## config.mk

```make
export PLATFORM = sky130hd
export DESIGN_NAME = fp8_dot_mac_flat
export DESIGN_NICKNAME = d
export VERILOG_FILES = /design/src/rtl/fp8_dot_mac_pkg.sv /design/src/rtl/fp8_dot_mac_if.sv /design/src/rtl/fp8_dot_mac_lane_mul.sv /design/src/rtl/fp8_dot_mac.sv /design/src/flat_wrapper.sv
export SDC_FILE = /design/constraint.sdc
export NUM_CORES = 2
export LEC_CHECK = 0
export ABC_AREA = 1
export ABC_CLOCK_PERIOD_IN_PS = 12600
export CAP_MARGIN = 25
export CELL_PAD_IN_SITES_DETAIL_PLACEMENT = 0
export CELL_PAD_IN_SITES_GLOBAL_PLACEMENT = 1
export CORE_MARGIN = 10
export CORE_UTILIZATION = 40
export CTS_CLUSTER_SIZE = 25
export DETAILED_ROUTE_END_ITERATION = 10
export PLACE_DENSITY_LB_ADDON = 0.1
export SETUP_SLACK_MARGIN = 0.5
export SYNTH_ARGS = -nofsm -noshare
export SYNTH_HDL_FRONTEND = slang
export SYNTH_SLANG_ARGS = --single-unit
```

## constraint.sdc

```tcl
create_clock -name clk -period 12.6 [get_ports clk]
set_clock_uncertainty 0.2 [all_clocks]
set_input_delay 3.15 -clock clk [delete_from_list [all_inputs] [get_ports clk]]
set_output_delay 3.15 -clock clk [all_outputs]
set_load 0.03 [all_outputs]
```

## src/rtl/fp8_dot_mac_pkg.sv

```systemverilog
// Shared types and FP8 decode for the FP8 dot-product MAC column element.
// All products are aligned onto a fixed-point grid whose LSB weight is 2^-32.
package fp8_mac_pkg;

    typedef enum logic {E4M3 = 1'b0, E5M2 = 1'b1} fmt_e;

    typedef enum logic [1:0] {S_ACC, S_FLUSH, S_WAIT_OUT} state_e;

    localparam logic [15:0] BF16_QNAN = 16'h7FC0;
    localparam logic [15:0] BF16_PINF = 16'h7F80;
    localparam logic [15:0] BF16_NINF = 16'hFF80;

    localparam int E4M3_BIAS = 7;
    localparam int E4M3_EMIN = -6;
    localparam int E5M2_BIAS = 15;
    localparam int E5M2_EMIN = -14;
    localparam int GRID_FRAC = 32;
    localparam int PROD_W    = 65;

    typedef struct packed {
        logic             sign;
        logic [3:0]       sig;
        logic [6:0]       exp_eff;
        logic             is_nan;
        logic             is_inf;
        logic             is_zero;
    } fp8_t;

    // sig always carries 3 fraction bits; E5M2 pads its 2-bit mantissa with a zero
    function automatic fp8_t fp8_decode(input logic [7:0] v, input fmt_e fmt);
        fp8_t d;
        d = '0;
        d.sign    = v[7];
        d.is_zero = (v[6:0] == 7'd0);
        if (fmt == E4M3) begin
            d.sig     = {(v[6:3] != 4'd0), v[2:0]};
            d.exp_eff = (v[6:3] == 4'd0) ? 7'(E4M3_EMIN) : 7'({3'b000, v[6:3]}) - 7'(E4M3_BIAS);
            d.is_nan  = (v[6:0] == 7'h7F);
        end else begin
            d.sig     = {(v[6:2] != 5'd0), v[1:0], 1'b0};
            d.exp_eff = (v[6:2] == 5'd0) ? 7'(E5M2_EMIN) : 7'({2'b00, v[6:2]}) - 7'(E5M2_BIAS);
            d.is_inf  = (v[6:2] == 5'd31) && (v[1:0] == 2'd0);
            d.is_nan  = (v[6:2] == 5'd31) && (v[1:0] != 2'd0);
        end
        return d;
    endfunction

endpackage

```

## src/rtl/fp8_dot_mac_if.sv

```systemverilog
// Operand/result bus of one fp8_dot_mac column element.
interface fp8_dot_mac_if #(parameter int LANES = 2);
    logic                 mode_fp8;
    logic                 in_valid;
    logic                 in_ready;
    logic                 in_last;
    logic [LANES*8-1:0]   a_in;
    logic [LANES*8-1:0]   b_in;
    logic [LANES*8-1:0]   a_out;
    logic                 a_valid_out;
    logic                 out_valid;
    logic                 out_ready;
    logic [15:0]          out_data;
    logic [1:0]           out_flags;

    modport master (
        output mode_fp8, in_valid, in_last, a_in, b_in, out_ready,
        input  in_ready, a_out, a_valid_out, out_valid, out_data, out_flags
    );

    modport slave (
        input  mode_fp8, in_valid, in_last, a_in, b_in, out_ready,
        output in_ready, a_out, a_valid_out, out_valid, out_data, out_flags
    );
endinterface

```

## src/rtl/fp8_dot_mac_lane_mul.sv

```systemverilog
// One lane: decode both FP8 operands, multiply significands and align the
// signed product onto the 2^-32 grid. Specials yield a zero product plus flags.
module fp8_lane_mul
    import fp8_mac_pkg::*;
(
    input  logic [7:0]                  a,
    input  logic [7:0]                  b,
    input  fmt_e                        fmt,
    output logic signed [PROD_W-1:0]    prod,
    output logic                        is_nan,
    output logic                        is_inf,
    output logic                        inf_neg
);
    fp8_t              da, db;
    logic [7:0]        sig_p;
    logic signed [7:0] ea, eb, shamt;
    logic [63:0]       mag;

    always_comb begin
        da      = fp8_decode(a, fmt);
        db      = fp8_decode(b, fmt);
        sig_p   = 8'(da.sig) * 8'(db.sig);
        ea      = {da.exp_eff[6], da.exp_eff};
        eb      = {db.exp_eff[6], db.exp_eff};
        // value = sig_p * 2^(ea+eb-6); grid offset 32 gives shift ea+eb+26
        shamt   = ea + eb + 8'sd26;
        is_nan  = da.is_nan | db.is_nan | (da.is_inf & db.is_zero) | (da.is_zero & db.is_inf);
        is_inf  = (da.is_inf | db.is_inf) & ~is_nan;
        inf_neg = da.sign ^ db.sign;
        mag     = '0;
        if (!(is_nan || is_inf)) begin
            // negative shifts only occur for E5M2 subnormals, whose products end in 2 zero bits
            if (shamt < 0) mag = {56'd0, sig_p} >> (-shamt);
            else           mag = {56'd0, sig_p} << shamt;
        end
        prod = PROD_W'(mag);
        if (da.sign ^ db.sign) prod = -prod;
    end
endmodule

```

## src/rtl/fp8_dot_mac.sv

```systemverilog
// FP8 dot-product MAC column element: LANES products per beat, exact fixed-point
// accumulation over a group, BF16 result through a ready/valid output register.
//   state      | meaning
//   S_ACC      | accepting beats, counting toward DEPTH
//   S_FLUSH    | two cycles while product and accumulate stages drain
//   S_WAIT_OUT | result ready; load output register once it is free
module fp8_dot_mac
    import fp8_mac_pkg::*;
#(
    parameter int LANES = 2,
    parameter int DEPTH = 4,
    parameter int ACC_W = 80
) (
    input  logic          clk,
    input  logic          rst,
    fp8_dot_mac_if.slave  bus
);
    localparam int CW = $clog2(DEPTH);
    localparam int LW = $clog2(ACC_W);

    if (ACC_W < PROD_W + $clog2(LANES * DEPTH)) begin : g_acc_w_check
        $error("fp8_dot_mac: ACC_W too narrow for LANES*DEPTH products");
    end

    state_e                    state, state_nx;
    logic                      flush_cnt, alive, in_ready_c, accept, close, load;
    logic [CW-1:0]             cnt;
    fmt_e                      mode_q, mode_cur;
    logic signed [PROD_W-1:0]  prod [LANES];
    logic [LANES-1:0]          l_nan, l_inf, l_neg;
    logic signed [ACC_W-1:0]   lane_sum, p_sum, acc;
    logic                      p_valid, p_nan, p_pinf, p_ninf;
    logic                      acc_nan, acc_pinf, acc_ninf;
    logic [LANES*8-1:0]        a_out_q;
    logic                      a_valid_q, out_valid_q;
    logic [15:0]               out_data_q, conv_data;
    logic [1:0]                out_flags_q, conv_flags;
    logic [ACC_W-1:0]          mag, norm;
    logic [LW-1:0]             lead;
    logic [7:0]                exp_b;
    logic [6:0]                man;
    logic                      guard, sticky, rnd;
    logic [14:0]               em;

    assign in_ready_c = alive && (state == S_ACC);
    assign accept     = bus.in_valid && in_ready_c;
    assign close      = accept && (bus.in_last || (cnt == CW'(DEPTH - 1)));
    assign load       = (state == S_WAIT_OUT) && (!out_valid_q || bus.out_ready);
    assign mode_cur   = (cnt == '0) ? fmt_e'(bus.mode_fp8) : mode_q;

    for (genvar i = 0; i < LANES; i++) begin : g_lane
        fp8_lane_mul u_mul (
            .a       (bus.a_in[8*i +: 8]),
            .b       (bus.b_in[8*i +: 8]),
            .fmt     (mode_cur),
            .prod    (prod[i]),
            .is_nan  (l_nan[i]),
            .is_inf  (l_inf[i]),
            .inf_neg (l_neg[i])
        );
    end

    always_comb begin
        lane_sum = '0;
        for (int i = 0; i < LANES; i++)
            lane_sum = lane_sum + {{(ACC_W-PROD_W){prod[i][PROD_W-1]}}, prod[i]};
    end

    always_comb begin
        state_nx = state;
        case (state)
            S_ACC:      if (close)     state_nx = S_FLUSH;
            S_FLUSH:    if (flush_cnt) state_nx = S_WAIT_OUT;
            S_WAIT_OUT: if (load)      state_nx = S_ACC;
            default:                   state_nx = S_ACC;
        endcase
    end

    always_ff @(posedge clk or posedge rst) begin
        if (rst) begin
            state     <= S_ACC;
            flush_cnt <= 1'b0;
            alive     <= 1'b0;
        end else begin
            state     <= state_nx;
            flush_cnt <= (state == S_FLUSH) && !flush_cnt;
            alive     <= 1'b1;
        end
    end

    // Leading-one detect and round-to-nearest-even onto an 8-bit significand
    always_comb begin
        mag  = acc[ACC_W-1] ? $unsigned(-acc) : $unsigned(acc);
        lead = '0;
        for (int i = 0; i < ACC_W; i++)
            if (mag[i]) lead = LW'(i);
        norm   = mag << (ACC_W - 1 - int'(lead));
        man    = norm[ACC_W-2 -: 7];
        guard  = norm[ACC_W-9];
        sticky = |norm[ACC_W-10:0];
        rnd    = guard & (sticky | man[0]);
        exp_b  = 8'(lead) + 8'd95;
        em     = {exp_b, man} + 15'(rnd);
        if (acc_nan || (acc_pinf && acc_ninf)) begin
            conv_data  = BF16_QNAN;
            conv_flags = 2'b10;
        end else if (acc_pinf || acc_ninf) begin
            conv_data  = acc_pinf ? BF16_PINF : BF16_NINF;
            conv_flags = 2'b01;
        end else if (acc == '0) begin
            conv_data  = 16'h0000;
            conv_flags = 2'b00;
        end else begin
            conv_data  = {acc[ACC_W-1], em};
            conv_flags = 2'b00;
        end
    end

    always_ff @(posedge clk or posedge rst) begin
        if (rst) begin
            cnt         <= '0;
            mode_q      <= E4M3;
            a_out_q     <= '0;
            a_valid_q   <= 1'b0;
            p_valid     <= 1'b0;
            p_sum       <= '0;
            p_nan       <= 1'b0;
            p_pinf      <= 1'b0;
            p_ninf      <= 1'b0;
            acc         <= '0;
            acc_nan     <= 1'b0;
            acc_pinf    <= 1'b0;
            acc_ninf    <= 1'b0;
            out_valid_q <= 1'b0;
            out_data_q  <= '0;
            out_flags_q <= '0;
        end else begin
            a_valid_q <= accept;
            if (accept) begin
                a_out_q <= bus.a_in;
                cnt     <= close ? '0 : cnt + 1'b1;
                if (cnt == '0) mode_q <= mode_cur;
            end
            p_valid <= accept;
            p_sum   <= accept ? lane_sum : '0;
            p_nan   <= accept && (|l_nan);
            p_pinf  <= accept && (|(l_inf & ~l_neg));
            p_ninf  <= accept && (|(l_inf & l_neg));
            if (load) begin
                acc      <= '0;
                acc_nan  <= 1'b0;
                acc_pinf <= 1'b0;
                acc_ninf <= 1'b0;
            end else if (p_valid) begin
                acc      <= acc + p_sum;
                acc_nan  <= acc_nan  | p_nan;
                acc_pinf <= acc_pinf | p_pinf;
                acc_ninf <= acc_ninf | p_ninf;
            end
            if (load) begin
                out_valid_q <= 1'b1;
                out_data_q  <= conv_data;
                out_flags_q <= conv_flags;
            end else if (bus.out_ready) begin
                out_valid_q <= 1'b0;
            end
        end
    end

    assign bus.in_ready    = in_ready_c;
    assign bus.a_out       = a_out_q;
    assign bus.a_valid_out = a_valid_q;
    assign bus.out_valid   = out_valid_q;
    assign bus.out_data    = out_data_q;
    assign bus.out_flags   = out_flags_q;
endmodule

```

## src/flat_wrapper.sv

```systemverilog
// flat-port wrapper written by rule: the top's interface ports become plain ports
module fp8_dot_mac_flat import fp8_mac_pkg::*;
#(
    parameter int LANES = 2,
    parameter int DEPTH = 4,
    parameter int ACC_W = 80
)
  (clk, rst, bus_mode_fp8, bus_in_valid, bus_in_last, bus_a_in, bus_b_in, bus_out_ready, bus_in_ready, bus_a_out, bus_a_valid_out, bus_out_valid, bus_out_data, bus_out_flags);
  fp8_dot_mac_if #(.LANES(LANES)) bus_i ();
  input  logic clk;
  input  logic rst;
  input wire logic [$bits(bus_i.mode_fp8)-1:0] bus_mode_fp8;
  input wire logic [$bits(bus_i.in_valid)-1:0] bus_in_valid;
  input wire logic [$bits(bus_i.in_last)-1:0] bus_in_last;
  input wire logic [$bits(bus_i.a_in)-1:0] bus_a_in;
  input wire logic [$bits(bus_i.b_in)-1:0] bus_b_in;
  input wire logic [$bits(bus_i.out_ready)-1:0] bus_out_ready;
  output wire logic [$bits(bus_i.in_ready)-1:0] bus_in_ready;
  output wire logic [$bits(bus_i.a_out)-1:0] bus_a_out;
  output wire logic [$bits(bus_i.a_valid_out)-1:0] bus_a_valid_out;
  output wire logic [$bits(bus_i.out_valid)-1:0] bus_out_valid;
  output wire logic [$bits(bus_i.out_data)-1:0] bus_out_data;
  output wire logic [$bits(bus_i.out_flags)-1:0] bus_out_flags;
  assign bus_i.mode_fp8 = bus_mode_fp8;
  assign bus_i.in_valid = bus_in_valid;
  assign bus_i.in_last = bus_in_last;
  assign bus_i.a_in = bus_a_in;
  assign bus_i.b_in = bus_b_in;
  assign bus_i.out_ready = bus_out_ready;
  assign bus_in_ready = bus_i.in_ready;
  assign bus_a_out = bus_i.a_out;
  assign bus_a_valid_out = bus_i.a_valid_out;
  assign bus_out_valid = bus_i.out_valid;
  assign bus_out_data = bus_i.out_data;
  assign bus_out_flags = bus_i.out_flags;
  fp8_dot_mac #(.LANES(LANES), .DEPTH(DEPTH), .ACC_W(ACC_W)) u_core (.clk(clk), .rst(rst), .bus(bus_i));
endmodule
```

Yosys cells after proc, flatten, opt, wreduce, memory -nomap -nowiden

Cells that the tools add are included.

Add/subtract/negate cells: 23
Multiply operators: 2
Div/mod/pow operators: 0
Magnitude comparators: 2
Equal/unequal tests: 14
Shifts and indexed selects: 5
Multiplexer cells: 125
Bitwise operators: 26
Reduce and logical (&&, ||, !) cells: 64

Operators with widths:

| operator              | count |
|---|---|
| $mux W80              | 4 |
| $mux W64              | 4 |
| $mux W6               | 32 |
| $mux W7               | 24 |
| $mux W65              | 2 |
| $neg A64 Y65          | 2 |
| $shl A8 B8 Y64        | 2 |
| $shr A8 B8 Y64        | 2 |
| $add A80 B80 Y80      | 1 |
| $logic_not A80 Y1     | 1 |
| $mux W5               | 16 |
| $neg A80 Y80          | 1 |
| $shl A80 B32 Y79      | 1 |
| $reduce_or A71 Y1     | 1 |
| $add A65 B65 Y66      | 1 |
| $mux W16              | 4 |
| $mux W12              | 4 |
| $mux W4               | 8 |
| $eq A7 B7 Y1 const B  | 4 |
| $logic_not A7 Y1      | 4 |
| $sub A5 B4 Y6 const B | 4 |
| $eq A5 B5 Y1 const B  | 4 |
| $logic_not A5 Y1      | 4 |
| $reduce_bool A5 Y1    | 4 |
| 33 further kinds      | 127 |

Flip-flop bits (word level): 209
Bits in latches: 0
Memory bits (writable): 0
Bits in read-only memories: 0
Bits of input ports: 38
Output and inout port bits: 37
Memories kept: 0

Longest topological paths before layout

Depth after elaboration: 90
Gate-level depth with buffers: 106
Depth with buffers taken out: 105

Hierarchy

From an unflattened synthesis, not the netlist that was laid out.

Cells, all modules: 5826
Area total of the unflattened synthesis: 33483.4 um2

By module, submodules not included:

| module                                | times used | cells an instance | area an instance (um2) | sequential area each (um2) |
|---|---|---|---|---|
| fp8_dot_mac                           | 1          | 3589              | 21728.3                | 4879.7 |
| fp8_lane_mul (u_core.g_lane[1].u_mul) | 1          | 1121              | 5949.5                 | 0.0 |
| fp8_lane_mul (u_core.g_lane[0].u_mul) | 1          | 1116              | 5805.6                 | 0.0 |

Worst setup path before layout

Ideal clock, no wire load.

Path type: input-to-reg
From: input bus_mode_fp8
To: register u_core.p_sum[64]
Arrival time: 13.601 ns
Slack: -1.278 ns
Cell stages on the path: 96
Path buffers: 2
Cells stage by stage: nand2_1 nand2_1 clkbuf_1 clkbuf_1 nor2_1 a21oi_1 inv_1 nand2_1 fa_1 fa_1 inv_1 ha_1 nand3_1 and2_1 inv_1 a21oi_1 nor2_1 nor2_1 [... 60 more ...] nand2_1 nand3_1 nand2_1 nand3_1 nand2_1 nand3_1 nand2_1 nand3_1 nand2_1 inv_1 o21ai_1 inv_1 o21ai_2 a21oi_2 o21a_1 o41ai_1 o21ai_0 a21oi_1

Longest elaborated chain between the ends: 13
Elaborated cells on any way between the ends: 51
Those cells by class: 9 x add/sub; 2 x mul; 2 x order compare; 4 x shift; 16 x mux; 16 x bitwise; 2 x reduce/logical

RTL lines:

| element                                               | line               | source |
|---|---|---|
| from (decl)                                           | flat_wrapper.sv:12 | `input wire logic [$bits(bus_i.mode_fp8)-1:0] bus_mode_fp8;` |
| $mux W1 (*)                                           | fp8_dot_mac.sv:49  | `assign mode_cur = (cnt == '0) ? fmt_e'(bus.mode_fp8) : mode_q;` |
| branches (longest 10 deep; another with $neg A64 Y65) | n/a                |  |
| $add A65 B65 Y66 (*)                                  | fp8_dot_mac.sv:66  | `lane_sum = lane_sum + {{(ACC_W-PROD_W){prod[i][PROD_W-1]}}, prod[i]};` |
| $mux W80 (*)                                          | fp8_dot_mac.sv:145 | `p_sum <= accept ? lane_sum : '0;` |
| to (signal assigned)                                  | fp8_dot_mac.sv:145 |  |
| to (decl)                                             | fp8_dot_mac.sv:31  | `logic signed [ACC_W-1:0] lane_sum, p_sum, acc;` |

Every way passes the cells marked *.
A chain may end at the register's enable or synchronous reset.

Worst setup path in the final report

From: input bus_b_in[6]
To: register u_core.p_sum[38]

Longest elaborated chain between the ends: 14
Elaborated cells on any way between the ends: 37
Those cells by class: 7 x add/sub; 1 x mul; 1 x order compare; 2 x eq/ne; 2 x shift; 8 x mux; 8 x bitwise; 8 x reduce/logical

RTL lines:

| element                                               | line                       | source |
|---|---|---|
| from (decl)                                           | flat_wrapper.sv:16         | `input wire logic [$bits(bus_i.b_in)-1:0] bus_b_in;` |
| branches (longest 9 deep; another with $add A7 B7 Y8) | n/a                        |  |
| $mux W64 (*)                                          | fp8_dot_mac_lane_mul.sv:31 | `if (!(is_nan \|\| is_inf)) begin` |
| $neg A64 Y65                                          | fp8_dot_mac_lane_mul.sv:37 | `if (da.sign ^ db.sign) prod = -prod;` |
| $mux W65 (*)                                          | fp8_dot_mac_lane_mul.sv:37 |  |
| $add A65 B65 Y66 (*)                                  | fp8_dot_mac.sv:66          |  |
| $mux W80 (*)                                          | fp8_dot_mac.sv:145         |  |

Marks and branches as above.

==> parameters.txt <==
Parameter                              Value

Placed design
  Post-detailed-placement half-perimeter wirelength    98.27 mm
  Port Buf Inserts    74
  Gp weighted congestion    1.007

Drt
  Wirelength per Cell    around 17 µm
  DR DRC count    0
  Total via count in the routed design    a little under 40000
  Post-Route WL    127.4 mm
  Initial DRT Pass Iterations    6
  Drt via density    between 5 and 6
  DR iter-0 viols    2788
  Residual antenna-violating net count after detailed routing    0

Floorplan
  Die Footprint    89800 µm²
  Initial core utilization    40.39%
  Chip Width    299.7 µm
  Y dimension of the die    299.7 µm
  Core Area    77470 µm²
  Row count    slightly above 100
  # IOs    between 70 and 80

Synth
  Synth warn    0
  Dominant register cell in the synthesized netlist    sky130_fd_sc_hd__dfrtp_1
  Syn Inst Count    5475
  Top cell type by total area after synthesis    sky130_fd_sc_hd__nand2_1
  Count of flip-flops with a built-in enable after synthesis    0
  Summed instance area of the synthesized netlist    31290 µm²
  Most instantiated cells after synthesis    sky130_fd_sc_hd__nand2_1 (1450), sky130_fd_sc_hd__nand3_1 (719), sky130_fd_sc_hd__inv_1 (624)
  Cell variety after synth    66
  Largest cells by area after synthesis    sky130_fd_sc_hd__nand2_1 (17%), sky130_fd_sc_hd__dfrtp_1 (16%), sky130_fd_sc_hd__nand3_1 (12%)
  Top-count cell post-synth    sky130_fd_sc_hd__nand2_1
  Register area share after synthesis    15.60%
  Synthesized area per cell    ~5.7 µm²
  Mapped Nets    5750
  Area fraction of the dominant cell type after synthesis    ~17%
  Synthesis-stage register bit count    195
  Async SR Flop Fraction    100.0%

STA
  Time the worst path needs with I/O delays and setup    ~14 ns
  RSZ-0062 raised after global routing    yes
  Normalized max-slew margin    25.77%
  Number of max-slew violations in the final report    0
  Min Hold Slack    0.2586 ns
  Final worst path period share    112.9%
  Final-report setup violation count    24
  Setup slack after layout    -1.623 ns
  Number of hold violations in the final report    0
  Maximum clock frequency    70.31 MHz
  Least-Margin Pin Slew    1.103 ns

Clocking
  Clock-pin slew of the registers on the worst-case setup and hold paths    0.08 ns
  Cts bufs inserted    17
  Maximum number of buffers from clock root to sink    2
  Clock sink total    195
  Worst skew pair latency    0.51 ns
  Number of hold buffers added after cts    0
  CTS tree    yes
  H-Tree Depth    4
  Master cell of the clock root buffer    sky130_fd_sc_hd__clkbuf_16

GRT
  Total global routing overflow    0
  Vias in the first global route    around 37000
  Global-route wire length before repair    197.6 mm
  Antenna violations before repair    0
  GRT Overall Usage    26.98%
  Pin count of the biggest net entering global routing    125

Critical path
  Kind of capture point of the worst setup path    register
  WS Path Type    input pin to register
  Critical Path AT    14.42 ns
  Most prevalent standard cell on the critical path    sky130_fd_sc_hd__buf_6
  Delay of the slowest critical-path stage    0.41 ns
  Critical path required time    12.80 ns
  Crit path max-delay cell type    sky130_fd_sc_hd__fa_2
  Startpoint class of the critical path    input pin
  Maximum fanout along the worst path    4

Outcome
  Run status    finished with violations
  Failing checks    setup timing

Final layout
  Net count of the finished layout    6528
  Total of fill cells in the finished design    8101
  Number of antenna cells inserted    0
  Share of final-layout standard cells stronger than drive strength 1    19.85%
  Growth of design area from synthesis to finish    32.32%

Min path
  Worst min path class    register to register

Run
  Count of max-cap constraint violations    0
## layout by cell type, fill, tap and decap left out, types with 56 or more instances in the layout
cell type	netlist	final
sky130_fd_sc_hd__a21oi_1	313	292
sky130_fd_sc_hd__buf_4	4	752
sky130_fd_sc_hd__buf_6	3	134
sky130_fd_sc_hd__dfrtp_1	195	194
sky130_fd_sc_hd__ha_1	225	198
sky130_fd_sc_hd__inv_1	624	582
sky130_fd_sc_hd__nand2_1	1450	1408
sky130_fd_sc_hd__nand3_1	719	696
sky130_fd_sc_hd__nand4_1	67	67
sky130_fd_sc_hd__nor2_1	566	538
sky130_fd_sc_hd__nor3_1	79	73
sky130_fd_sc_hd__o21ai_0	403	355
sky130_fd_sc_hd__o21ai_1	39	57
sky130_fd_sc_hd__xnor2_1	62	56
sky130_fd_sc_hd__xor2_1	174	170
## final cells by class
type / instances / area (µm²) / area share [%]
multi-input combinational: 4427 / 24260 / 58.60
timing repair buffer: 964 / 7926 / 19.15
sequential: 195 / 4881 / 11.79
inverter: 648 / 2450 / 5.918
tap: 1040 / 1301 / 3.143
clock buffer: 18 / 429.2 / 1.037
clock inverter: 14 / 151.4 / 0.3657
## final timing paths
kind,cells past startpoint,startpoint,slack (ns),endpoint
max,109,bus_b_in[6],-1.62,u_core.p_sum[38]
min,1,u_core.flush_cnt,0.26,u_core.flush_cnt
max reg2reg,113,u_core.cnt[0],0.13,u_core.p_sum[38]
min reg2reg,1,u_core.flush_cnt,0.26,u_core.flush_cnt
max in group asynchronous,3,rst,8.18,u_core.acc[79]
min in group asynchronous,2,rst,2.92,u_core.p_sum[11]
## metrics by stage
stage	util, %	worst slack, ns	instances	setup TNS (ns)	area (µm²)
after CTS	51.89	-0.9726	7247	-11.17	40200
after global routing	53.44	-2.359	7306	-44.39	41400
after detailed placement	48.58	-2.605	7040	-50.34	37630
after global placement	48.58	-2.286	7040	-42.49	37630
after floorplan	-	-0.5757	5475	-2.871	31490
final	53.44	-1.623	7306	-23.10	41400
## critical path: cells and delay by family
kind,cells,cell delay (ns)
adder cells (fa/ha/maj),5,1.16
buffers and inverters,44,4.20
AO/OA/AOI/OAI,18,1.72
XOR/XNOR,1,0.16
AND/OR/NAND/NOR,41,3.93
## what timing repair did
item | in CTS | in global routing
setup endpoints to repair | 36 | 39
buffers inserted | 175 | 58
gates resized for setup | 245 | 212
pin swaps | 90 | 114
## cells by family after synthesis
family,Yosys count,synth area share [%]
buffers and inverters,853,10.45
flip-flops,195,15.60
adder cells (fa/ha/maj),237,9.766
multiplexers,2,0.06399
other,1,0.01199
AO/OA/AOI/OAI,973,17.17
AND/OR/NAND/NOR,2978,40.34
XOR/XNOR,236,6.607
## sequential cells by signal, summed over array words and instances, names as in the netlist, 2 cells and up
name and cells:
u_core.state 2, u_core.p_sum 66, u_core.bus.out_flags 2, u_core.cnt 2, u_core.bus.out_data 16, u_core.bus.a_out 16, u_core.acc 80
## per-layer routing
metal,global-route usage [%],share of wire (%),vias up
li1,-,-,19744
met1,32.16,42,17823
met2,47.33,48,1127
met3,3.006,4.4,340
met4,13.84,5.6,0
met5,0,0,-
Power is not shown: default switching activity piles up to over one toggle a cycle in this logic, so the estimate is an artifact.
